## config.mk

```make
export PLATFORM = sky130hd
export DESIGN_NAME = ship_life_ctrl
export DESIGN_NICKNAME = d
export VERILOG_FILES = /design/src/rtl/ship_life_ctrl.sv
export SDC_FILE = /design/constraint.sdc
export NUM_CORES = 1
export LEC_CHECK = 0
export ABC_AREA = 1
export BUFFER_PORTS_ARGS = -buffer_cell sky130_fd_sc_hd__buf_2
export CAP_MARGIN = 15
export CORE_ASPECT_RATIO = 0.9
export CORE_UTILIZATION = 45
export DETAILED_ROUTE_END_ITERATION = 12
export SYNTH_ARGS = -nofsm -noshare
export SYNTH_HDL_FRONTEND = slang
export SYNTH_SLANG_ARGS = --single-unit
```

## constraint.sdc

```tcl
create_clock -name pclk -period 3.4 [get_ports pclk]
set_clock_uncertainty 0.2 [all_clocks]
set_input_delay 0.68 -clock pclk [delete_from_list [all_inputs] [get_ports pclk]]
set_output_delay 0.68 -clock pclk [all_outputs]
set_load 0.05 [all_outputs]
```

## src/rtl/ship_life_ctrl.sv

```systemverilog
// Player ship life/respawn sequencer: explosion, blinking invulnerable respawn, game over.
// Latency: outputs registered, change on the same edge as the state; no backpressure (frame-paced).
module ship_life_ctrl #(
  parameter int LIVES_INIT     = 3,
  parameter int LIFE_W         = 2,
  parameter int EXPLODE_FRAMES = 60,
  parameter int INVULN_FRAMES  = 120,
  parameter int BLINK_FRAMES   = 8
) (
  input  logic              pclk,
  input  logic              rst_n,
  input  logic              frame_tick,
  input  logic              game_start,
  input  logic              hit,
  output logic              det_clear,
  output logic [LIFE_W-1:0] lives,
  output logic              ship_visible,
  output logic              ship_exploding,
  output logic              ctrl_enable,
  output logic              game_over
);

  localparam int MAX_FRAMES = (EXPLODE_FRAMES > INVULN_FRAMES) ? EXPLODE_FRAMES : INVULN_FRAMES;
  localparam int CNT_W      = $clog2(MAX_FRAMES + 1);
  localparam int BLK_W      = $clog2(BLINK_FRAMES + 1);

  localparam logic [CNT_W-1:0]  EXPLODE_END = CNT_W'(EXPLODE_FRAMES);
  localparam logic [CNT_W-1:0]  INVULN_END  = CNT_W'(INVULN_FRAMES);
  localparam logic [CNT_W-1:0]  CNT_ONE     = CNT_W'(1);
  localparam logic [BLK_W-1:0]  BLK_LAST    = BLK_W'(BLINK_FRAMES - 1);
  localparam logic [BLK_W-1:0]  BLK_ONE     = BLK_W'(1);
  localparam logic [LIFE_W-1:0] LIFE_START  = LIFE_W'(LIVES_INIT);
  localparam logic [LIFE_W-1:0] LIFE_ONE    = LIFE_W'(1);

  typedef enum logic [2:0] {
    IDLE    = 3'd0,
    ALIVE   = 3'd1,
    EXPLODE = 3'd2,
    INVULN  = 3'd3,
    OVER    = 3'd4
  } state_t;

  state_t            state, state_nxt;
  logic [CNT_W-1:0]  frame_cnt, frame_cnt_nxt;
  logic [BLK_W-1:0]  blink_cnt, blink_cnt_nxt;
  logic [LIFE_W-1:0] lives_nxt;
  logic              det_clear_nxt;
  logic              visible_nxt;
  logic              exploding_nxt;
  logic              ctrl_nxt;
  logic              over_nxt;
  logic              cnt_can_inc;

  // The frame counter saturates at its top value rather than wrapping.
  assign cnt_can_inc = frame_tick && (frame_cnt != {CNT_W{1'b1}});

  always_ff @(posedge pclk or negedge rst_n) begin
    if (!rst_n) begin
      state          <= IDLE;
      frame_cnt      <= '0;
      blink_cnt      <= '0;
      lives          <= '0;
      det_clear      <= 1'b1;
      ship_visible   <= 1'b0;
      ship_exploding <= 1'b0;
      ctrl_enable    <= 1'b0;
      game_over      <= 1'b0;
    end else begin
      state          <= state_nxt;
      frame_cnt      <= frame_cnt_nxt;
      blink_cnt      <= blink_cnt_nxt;
      lives          <= lives_nxt;
      det_clear      <= det_clear_nxt;
      ship_visible   <= visible_nxt;
      ship_exploding <= exploding_nxt;
      ctrl_enable    <= ctrl_nxt;
      game_over      <= over_nxt;
    end
  end

  always_comb begin
    state_nxt     = state;
    frame_cnt_nxt = frame_cnt;
    blink_cnt_nxt = blink_cnt;
    lives_nxt     = lives;
    det_clear_nxt = det_clear;
    visible_nxt   = ship_visible;
    exploding_nxt = ship_exploding;
    ctrl_nxt      = ctrl_enable;
    over_nxt      = game_over;

    case (state)
      IDLE, OVER: begin
        if (game_start) begin
          state_nxt     = ALIVE;
          lives_nxt     = LIFE_START;
          frame_cnt_nxt = '0;
          det_clear_nxt = 1'b0;
          visible_nxt   = 1'b1;
          exploding_nxt = 1'b0;
          ctrl_nxt      = 1'b1;
          over_nxt      = 1'b0;
        end
      end

      // hit is only looked at here; once we leave ALIVE the detector is held
      // cleared, so a lingering sticky hit cannot cost a second life.
      ALIVE: begin
        if (hit) begin
          state_nxt     = EXPLODE;
          lives_nxt     = lives - LIFE_ONE;
          frame_cnt_nxt = '0;
          det_clear_nxt = 1'b1;
          visible_nxt   = 1'b0;
          exploding_nxt = 1'b1;
          ctrl_nxt      = 1'b0;
        end
      end

      EXPLODE: begin
        if (frame_cnt == EXPLODE_END) begin
          frame_cnt_nxt = '0;
          blink_cnt_nxt = '0;
          exploding_nxt = 1'b0;
          det_clear_nxt = 1'b1;
          if (lives == '0) begin
            state_nxt   = OVER;
            visible_nxt = 1'b0;
            ctrl_nxt    = 1'b0;
            over_nxt    = 1'b1;
          end else begin
            state_nxt   = INVULN;
            visible_nxt = 1'b1;
            ctrl_nxt    = 1'b1;
          end
        end else if (cnt_can_inc) begin
          frame_cnt_nxt = frame_cnt + CNT_ONE;
        end
      end

      INVULN: begin
        if (frame_cnt == INVULN_END) begin
          state_nxt     = ALIVE;
          frame_cnt_nxt = '0;
          det_clear_nxt = 1'b0;
          visible_nxt   = 1'b1;
        end else if (cnt_can_inc) begin
          frame_cnt_nxt = frame_cnt + CNT_ONE;
          // No blink on the final frame: the ship must stay drawn into ALIVE.
          if (frame_cnt_nxt == INVULN_END) begin
            visible_nxt = 1'b1;
          end else if (blink_cnt == BLK_LAST) begin
            blink_cnt_nxt = '0;
            visible_nxt   = ~ship_visible;
          end else begin
            blink_cnt_nxt = blink_cnt + BLK_ONE;
          end
        end
      end

      default: begin
        state_nxt     = IDLE;
        frame_cnt_nxt = '0;
        blink_cnt_nxt = '0;
        lives_nxt     = '0;
        det_clear_nxt = 1'b1;
        visible_nxt   = 1'b0;
        exploding_nxt = 1'b0;
        ctrl_nxt      = 1'b0;
        over_nxt      = 1'b0;
      end
    endcase
  end

endmodule

```

==> metrics.md, run 1 <==
| Metric | Value |
|---|---|
| Internal power | 0.629 mW |
| First-pass GRT wire length | 4950 um |
| GPL Wtd Cong | 0.892 |
| Maximum vdd drop | 0.000544 V |
| Starting density of the core | 0.499 |
| Pre-antenna DRT Iters | 4 |
| Pwr Density | 974 nW/um2 |
| Final antenna-violating net count | 0 |
| FP Rows | 17 |
| Syn_nets | 178 |
| YS warnings | 0 |
| Initial DRC count | 50 |
| Critical Path Fanout Max | 8 |
| Via count | 1,147 |
| Seq pwr share | 0.304 |
| Die width | 58.3 um |
| Design area | 1410 um2 |
| Setup bufs post-CTS | 0 |
| Worst slack, placed | 1.39 ns |
| Final Hold Fails | 0 |
| Final setup viols | 0 |
| Total GRT Usage | 0.217 |
| Largest net degree at the start of global routing | 22 |
| Period minus WS final | 2.01 ns |
| #FFs+latches synth | 21 |
| Max-slew headroom | 0.673 |
| Clock H-tree levels | 1 |
| Clock sinks | 21 |
| Worst-Skew Late Latency | 0.30 ns |
| GRT Residual Overflow | 0 |
| Highest Clock Rate | 499 MHz |
| Layout cell share with drive strength beyond 1 | 0.185 |
| Total power | 1.38 mW |
| Vias/cell | 5.17 |
| Worst Path Arrival | 2.04 ns |
| CTS tree | built |
| Sequential cell area fraction in the yosys report | 0.410 |
| DIE HEIGHT | 52.7 um |
| Post-synth top area cell | dfrtp_1 |
| Required time worst endpoint | 3.44 ns |
| Most common cell after layout, fill and taps aside | nand2_1 |
| Vias in the first global route | 1,080 |
| Status | completed |
| I/O Buffers | 11 |
| Most frequent cells in the layout | nand2_1 (44), dfrtp_1 (20), inv_1 (16), nor2_1 (16), nand3_1 (14) |
| CTS max path bufs | 2 |
| Worst-path clk slew | 0.11 ns |
| Hold WC Path Type | in -> async |
| Worst slew pin tran | 0.490 ns |
| Slack of the critical path | 1.39 ns |
| Sw frac | 0.543 |
| Switch Pwr | 0.747 mW |
| Core ar. | 2570 um2 |
| Die area | 3070 um2 |
| Synth top area share | 0.390 |
| Clock root cell | clkbuf_4 |
| Residual DRC count | 0 |
| RSZ-0062 raised after global routing | no |
| Nets | 194 |
| Placed Area | 1390 um2 |
| CTS buffer count | 3 |
| Ranking of synthesized cells by area | dfrtp_1 (39%), nand2_1 (13%), nand3_1 (5.5%) |
| DR WL/cell | 12.1 um |
| IO Pins | 12 |
| Post-synthesis to final-layout area growth | 10.0% |
| Fin cells | 222 |
| Crit path launch type | flip-flop |
| Crit end category | flip-flop |
| Post-CTS resize count | 0 |
| Clock network power share | 0.088 |
| LEAKAGE | 0.684 nW |
| WS Path Type | reg -> reg |
| Cells after synthesis | 169 |
| Final Cycle Share | 0.590 |
| Mapped cell area | 1280 um2 |
| Final HPWL DP | 2100 um |
| Max-cap violations | 0 |
| Fillers | 259 |
| WHS | 0.119 ns |
| Synth cell types | 27 |
| Hold buffers post-CTS | 0 |
| Number of diodes | 0 |
| Combinational share of power | 0.608 |
| Final WL | 2700 um |
| Fin util | 0.549 |
| Cells after DPL | 218 |
| Initial antenna violation count | 0 |
| Setup tns final | 0 ns |
| Slew Limit Fails | 0 |
| Syn_area_per_cell | 7.60 um2 |
## cell type report
cell class                      instances  area (um2)  share of cell area
Multi-Input combinational cell        126         673               0.477
Sequential cell                        21         527               0.373
Inverter                               22        83.8              0.0593
Timing Repair Buffer                   11        55.1              0.0390
Tap cell                               38        47.5              0.0337
Clock buffer                            4        26.3              0.0186
## path summary, 6_finish.rpt
kind	cells past startpoint	slack (ns)	from	end
setup / recovery	10	1.39	frame_cnt[1]	state[2]
hold / removal	1	0.12	rst_n	frame_cnt[4]
setup reg to reg	10	1.39	frame_cnt[1]	state[2]
hold reg to reg	2	0.30	ship_exploding	ship_exploding
max in group asynchronous	1	2.53	rst_n	det_clear
min in group pclk	2	0.30	ship_exploding	ship_exploding
## power groups by stage
stage | Combinational, mW | Clock, mW | Sequential, mW
3_5_place_dp | 0.846 | 0 | 0.420
2_1_floorplan | 0.539 | 0 | 0.533
6_report | 0.837 | 0.121 | 0.417
4_1_cts | 0.848 | 0.128 | 0.417
3_3_place_gp | 0.837 | 0 | 0.419
5_1_grt | 0.959 | 0.137 | 0.429
## routing by layer
| layer | vias to the layer above | track usage | wire (um) |
|---|---|---|---|
| met3 | 2 | 0.0543 | 125 |
| met5 | - | 0 | 0 |
| met1 | 533 | 0.293 | 1330 |
| met2 | 31 | 0.351 | 1230 |
| met4 | 0 | 0.0437 | 14 |
| li1 | 581 | - | - |
## worst max-delay path, stage by stage, from the launching register on
cell      delay [ns]
dfrtp_1         0.42
inv_1           0.10
ha_1            0.20
nand3_1         0.08
nor2_1          0.12
nand2_1         0.11
nand2_2         0.15
nand3_2         0.21
clkinv_2        0.19
nand3_1         0.08
o21ai_1         0.08
## flip-flops by register name, indices dropped and copies added (netlist names)
| signal | count |
|---|---|
| state | 3 |
| lives | 2 |
| frame_cnt | 7 |
| game_over | 1 |
| ship_visible | 1 |
| ship_exploding | 1 |
| ctrl_enable | 1 |
| det_clear | 1 |
| blink_cnt | 4 |
## synthesized netlist by cell type
master,instances
a211oi_2,2
a21oi_1,8
clkinv_2,1
dfrtp_1,20
dfstp_2,1
ha_1,4
inv_1,16
inv_2,5
nand2_1,44
nand2_2,2
nand2_4,2
nand3_1,14
nand3_2,1
nand3b_1,1
nand4_1,3
nand4_2,2
nor2_1,16
nor2_2,2
nor2_4,2
nor3_1,1
nor3b_1,1
o21ai_0,12
o21ai_1,4
o21bai_1,1
o31ai_1,1
or2_0,1
xor2_1,2
## cells by family (layout without fill, tap and decap cells)
| family | Yosys count | in the layout | synth area share |
|---|---|---|---|
| simple gates | 92 | 92 | 0.347 |
| compound gates | 28 | 28 | 0.125 |
| flops | 21 | 21 | 0.410 |
| buf+inv | 22 | 37 | 0.0653 |
| xor+xnor | 2 | 2 | 0.0136 |
| fa+ha+maj | 4 | 4 | 0.0390 |
No activity file was read; power rests on OpenSTA's default activity.
==> run 2: changes to the inputs <==
--- a/config.mk
+++ b/config.mk
@@ -11,6 +11,7 @@
 export CORE_ASPECT_RATIO = 0.9
 export CORE_UTILIZATION = 45
 export DETAILED_ROUTE_END_ITERATION = 12
+export PLACE_DENSITY = 0.66
 export SYNTH_ARGS = -nofsm -noshare
 export SYNTH_HDL_FRONTEND = slang
 export SYNTH_SLANG_ARGS = --single-unit
==> constraint.sdc (replaced) <==
create_clock -name pclk -period 1.7 [get_ports pclk]
set_clock_uncertainty 0.2 [all_clocks]
set_input_delay 0.34 -clock pclk [delete_from_list [all_inputs] [get_ports pclk]]
set_output_delay 0.34 -clock pclk [all_outputs]
set_load 0.05 [all_outputs]
==> metrics.md, run 2 (synthesis gave the netlist of run 1 again) <==
| Metric | Value |
|---|---|
| Via count | 1,285 |
| Final HPWL DP | 2340 um |
| Sw frac | 0.509 |
| Initial antenna violation count | 0 |
| Period minus WS final | 1.85 ns |
| Worst slew pin tran | 0.485 ns |
| Hold path endpoint | frame_cnt[6] |
| GRT Residual Overflow | 0 |
| Layout cell share with drive strength beyond 1 | 0.429 |
| Initial DRC count | 67 |
| Failing checks | setup timing |
| Post-synthesis to final-layout area growth | 38.6% |
| Core ar. | 2570 um2 |
| Vias/cell | 5.14 |
| RR Endpoint | blink_cnt[2] |
| Clock sinks | 21 |
| Clock network power share | 0.068 |
| Clock root cell | clkbuf_4 |
| Maximum vdd drop | 0.00137 V |
| Switch Pwr | 1.82 mW |
| Starting density of the core | 0.499 |
| Status | complete, but fails checks |
| Slew Limit Fails | 0 |
| Register-to-Register Path Depth | 10 |
| Final antenna-violating net count | 0 |
| Biggest register | frame_cnt |
| Biggest regs | frame_cnt x7, blink_cnt x4, state x3 |
| Clock H-tree levels | 1 |
| Internal power | 1.76 mW |
| Max-slew headroom | 0.677 |
| Fin cells | 250 |
| Cells after DPL | 241 |
| Required time worst endpoint | 1.75 ns |
| Most common cell after layout, fill and taps aside | nand2_1 |
| DIE HEIGHT | 52.7 um |
| Crit end category | flip-flop |
| Worst Path Arrival | 1.90 ns |
| Total GRT Usage | 0.245 |
| Slack of the critical path | -0.145 ns |
| CTS buffer count | 3 |
| Vias in the first global route | 1,221 |
| Final Hold Fails | 0 |
| RSZ-0062 raised after global routing | yes |
| Setup tns final | -0.811 ns |
| R2R Setup Slk | -0.15 ns |
| Highest Clock Rate | 542 MHz |
| Nets | 222 |
| Worst-Skew Late Latency | 0.31 ns |
| IO Pins | 12 |
| GPL Wtd Cong | 0.968 |
| Worst-path clk slew | 0.12 ns |
| Number of diodes | 0 |
| Sequential cell area | 528 um2 |
| Total power | 3.58 mW |
| Worst hold start | frame_tick |
| Hold WC Path Type | in -> reg |
| FP Rows | 17 |
| Die width | 58.3 um |
| Fillers | 214 |
| Max-cap violations | 0 |
| Combinational share of power | 0.700 |
| I/O Buffers | 11 |
| Design area | 1780 um2 |
| Seq pwr share | 0.232 |
| DR WL/cell | 13.1 um |
| LEAKAGE | 0.840 nW |
| Residual DRC count | 0 |
| Critical Path Fanout Max | 4 |
| Pwr Density | 2010 nW/um2 |
| Final Cycle Share | 1.09 |
| Most frequent cells in the layout | nand2_1 (36), buf_4 (25), dfrtp_1 (19) |
| Die area | 3070 um2 |
| Final WL | 3280 um |
| Worst slack, placed | -0.136 ns |
| CTS max path bufs | 2 |
| Max FFs per register | 7 |
| WS Path Type | reg -> reg |
| Area of the multi-input gates | 815 um2 |
| Crit path launch type | flip-flop |
| Hold depth | 5 |
| Largest net degree at the start of global routing | 22 |
| Worst R2R Start | frame_cnt[0] |
| CTS tree | built |
| First-pass GRT wire length | 5620 um |
| Placed Area | 1570 um2 |
| Pre-antenna DRT Iters | 4 |
| Final setup viols | 10 |
run 2: worst max-delay path by stage:
| stage | from | slack [ns] | to | cells past startpoint |
|---|---|---|---|---|
| 2_1_floorplan | lives[1] | 0.007 | ship_visible | 10 |
| 5_1_grt | frame_cnt[0] | -0.26 | ship_visible | 10 |
| 3_5_place_dp | frame_cnt[0] | -0.14 | blink_cnt[2] | 11 |
| 4_1_cts | frame_cnt[1] | -0.06 | blink_cnt[2] | 11 |
| 3_3_place_gp | frame_cnt[0] | -0.13 | blink_cnt[0] | 11 |
| 6_report | frame_cnt[0] | -0.15 | blink_cnt[2] | 10 |
run 2: metrics by stage:
stage                     utilization  hold WS (ns)
after CTS                       0.669         0.224
final                           0.691         0.223
after floorplan                     -        -0.156
after detailed placement        0.608         0.131
after global placement          0.608         0.119
after global routing            0.691         0.275
run 2: what timing repair did:
| action | CTS | global route |
|---|---|---|
| gates resized for setup | 29 | 14 |
| hold buffers | 1 | 0 |
| endpoints found under the hold margin | 20 | 0 |
| gates cloned | 0 | 0 |
| setup buffers | 2 | 2 |
| pin swaps | 7 | 6 |
| setup endpoints to repair | 18 | 21 |
run 2: power groups by stage:
stage               Clock, mW  Sequential (mW)  Combinational (mW)
floorplan                   0             1.07                1.08
global route            0.271            0.853                2.74
finish                  0.242            0.831                2.50
detailed placement          0            0.830                2.08
CTS                     0.255            0.825                2.35
global placement            0            0.823                2.03
run 2: area by class of cell:
cell class                      instances  share of cell area
Multi-Input combinational cell        126               0.458
Sequential cell                        21               0.297
Timing Repair Buffer                   39               0.155
Inverter                               22              0.0492
Tap cell                               38              0.0267
Clock buffer                            4              0.0148
run 2: worst max-delay path, stage by stage, from the launching register on:
cell     delay [ns]
dfrtp_1        0.43
inv_2          0.09
ha_4           0.14
nand3_2        0.07
nor2_2         0.12
nand2_2        0.08
buf_4          0.14
buf_4          0.13
a21oi_4        0.21
nand3_2        0.09
nand2_1        0.07
run 2: metal layers:
metal / share of wire / global-route usage / vias to the layer above
li1: - / - / 638
met3: 0.036 / 0.0519 / 7
met2: 0.51 / 0.439 / 28
met5: 0 / 0 / -
met4: 0.0070 / 0.0357 / 0
met1: 0.45 / 0.310 / 612
==> run 3: changes to the inputs <==
--- a/config.mk
+++ b/config.mk
@@ -9,6 +9,7 @@
 export BUFFER_PORTS_ARGS = -buffer_cell sky130_fd_sc_hd__buf_2
 export CAP_MARGIN = 15
 export CORE_ASPECT_RATIO = 0.9
+export CORE_MARGIN = 2
 export CORE_UTILIZATION = 45
 export DETAILED_ROUTE_END_ITERATION = 12
 export PLACE_DENSITY = 0.66
==> constraint.sdc (replaced) <==
create_clock -name pclk -period 1.7 [get_ports pclk]
set_clock_uncertainty 0.2 [all_clocks]
set_input_delay 0.17 -clock pclk [delete_from_list [all_inputs] [get_ports pclk]]
set_output_delay 0.17 -clock pclk [all_outputs]
set_load 0.05 [all_outputs]
==> metrics.md, run 3 (synthesis gave the netlist of run 1 again) <==
| Metric | Value |
|---|---|
| Status | complete, but fails checks |
| Failing checks | setup timing |
| Via count | 1,337 |
| CTS max path bufs | 2 |
| Vias in the first global route | 1,282 |
| Design area | 1930 um2 |
| Die area | 3300 um2 |
| GRT Residual Overflow | 0 |
| Nets | 231 |
| Core ar. | 2730 um2 |
| Sequential cell area | 533 um2 |
| Hold WC Path Type | in -> reg |
| Final HPWL DP | 2430 um |
| Maximum vdd drop | 0.00152 V |
| Final setup viols | 17 |
| Clock H-tree levels | 1 |
| Max-slew headroom | 0.652 |
| CTS tree | built |
| Initial antenna violation count | 0 |
| Worst-path clk slew | 0.13 ns |
| GPL Wtd Cong | 0.964 |
| Post-synthesis to final-layout area growth | 50.6% |
| Residual DRC count | 0 |
| Number of diodes | 0 |
| Area of the multi-input gates | 880 um2 |
| Slew Limit Fails | 0 |
| Crit end category | flip-flop |
| Starting density of the core | 0.471 |
| DR WL/cell | 14.5 um |
| Slack of the critical path | -0.141 ns |
| Max-cap violations | 0 |
| First-pass GRT wire length | 5930 um |
| Critical Path Fanout Max | 4 |
| Max FFs per register | 7 |
| Worst slack, placed | -0.135 ns |
| WS Path Type | reg -> reg |
| Largest net degree at the start of global routing | 22 |
| Total GRT Usage | 0.248 |
| Worst Path Arrival | 1.89 ns |
| Vias/cell | 5.12 |
| Final Cycle Share | 1.08 |
| DIE HEIGHT | 54.7 um |
| Final antenna-violating net count | 0 |
| Fin util | 0.709 |
| Placed Area | 1610 um2 |
| Layout cell share with drive strength beyond 1 | 0.529 |
| I/O Buffers | 11 |
| Crit path launch type | flip-flop |
| Worst-Skew Late Latency | 0.32 ns |
| Die width | 60.3 um |
| Final Hold Fails | 0 |
| IO Pins | 12 |
| Fillers | 202 |
| Final WL | 3790 um |
| Highest Clock Rate | 543 MHz |
| RSZ-0062 raised after global routing | yes |
| WHS | 0.0630 ns |
| Clock root cell | clkbuf_4 |
| Biggest register | frame_cnt |
| Most frequent cells in the layout | buf_4 (31), nand2_1 (30), dfrtp_1 (15) |
| Most common cell after layout, fill and taps aside | buf_4 |
| Pwr Density | 2080 nW/um2 |
| Pre-antenna DRT Iters | 4 |
| FP Rows | 18 |
| LEAKAGE | 0.909 nW |
| Required time worst endpoint | 1.75 ns |
| Clock sinks | 21 |
| Biggest regs | frame_cnt x7, blink_cnt x4, state x3 |
| CTS buffer count | 3 |
| Initial DRC count | 47 |
| Worst slew pin tran | 0.522 ns |
| Period minus WS final | 1.84 ns |
run 3: cell types whose count changed in the layout (fill, tap and decap cells not counted), moves of 3 or more:
cell     previous run  this run
a21oi_2             0         3
buf_4              25        31
buf_6               2         5
dfrtp_1            19        15
dfrtp_2             1         5
nand2_1            36        30
nand2_2             8        12
o21ai_0             7         2
o21ai_2             4         8
run 3: worst paths after layout:
path,from,end,slack (ns),cells past startpoint
max in group asynchronous,rst_n,lives[0],0.76,2
min in group asynchronous,rst_n,frame_cnt[6],0.14,2
setup reg to reg,frame_cnt[0],blink_cnt[2],-0.14,9
hold / removal,frame_tick,frame_cnt[6],0.06,5
setup / recovery,frame_cnt[0],blink_cnt[2],-0.14,9
hold reg to reg,det_clear,det_clear,0.30,2
run 3: power by group:
part,leakage [nW],switching [mW],internal [mW]
Sequential,0.266,0.164,0.697
Clock,0.0150,0.158,0.0917
Combinational,0.627,1.72,1.19
run 3: final cells by class:
cell class                 instances  area share
timing repair buffer              48       0.183
inverter                          22      0.0466
multi-input combinational        126       0.455
sequential                        21       0.276
clock buffer                       4      0.0136
tap                               40      0.0259
run 3: timing repair:
action | CTS | global route
gates resized for setup | 25 | 48
buffers inserted | 4 | 4
setup endpoints to repair | 18 | 21
pin swaps | 6 | 14
hold buffers | 1 | 0
endpoints found under the hold margin | 21 | 0
run 3: per-layer routing:
metal  GRT usage  vias up  wire [um]
li1            -      656          -
met1       0.314      643       1510
met2       0.429       30       2080
met3      0.0426        8        112
met4      0.0815        0         82
met5           0        -          0
run 3: critical path, stage by stage (launching register included):
cell and delay (ns):
dfrtp_2 0.47, inv_2 0.08, ha_4 0.13, buf_4 0.11, nand4_4 0.12, buf_6 0.15
or2_1 0.24, nand4_4 0.12, nand2_1 0.08, nand2_2 0.06
run 3: per-stage QoR:
step	total power [mW]	TNS, ns	instances
2_1_floorplan	2.15	0	169
3_3_place_gp	2.96	-0.476	248
3_5_place_dp	3.01	-1.27	248
4_1_cts	3.49	-0.574	257
5_1_grt	4.33	-3.09	261
6_report	4.02	-1.40	261
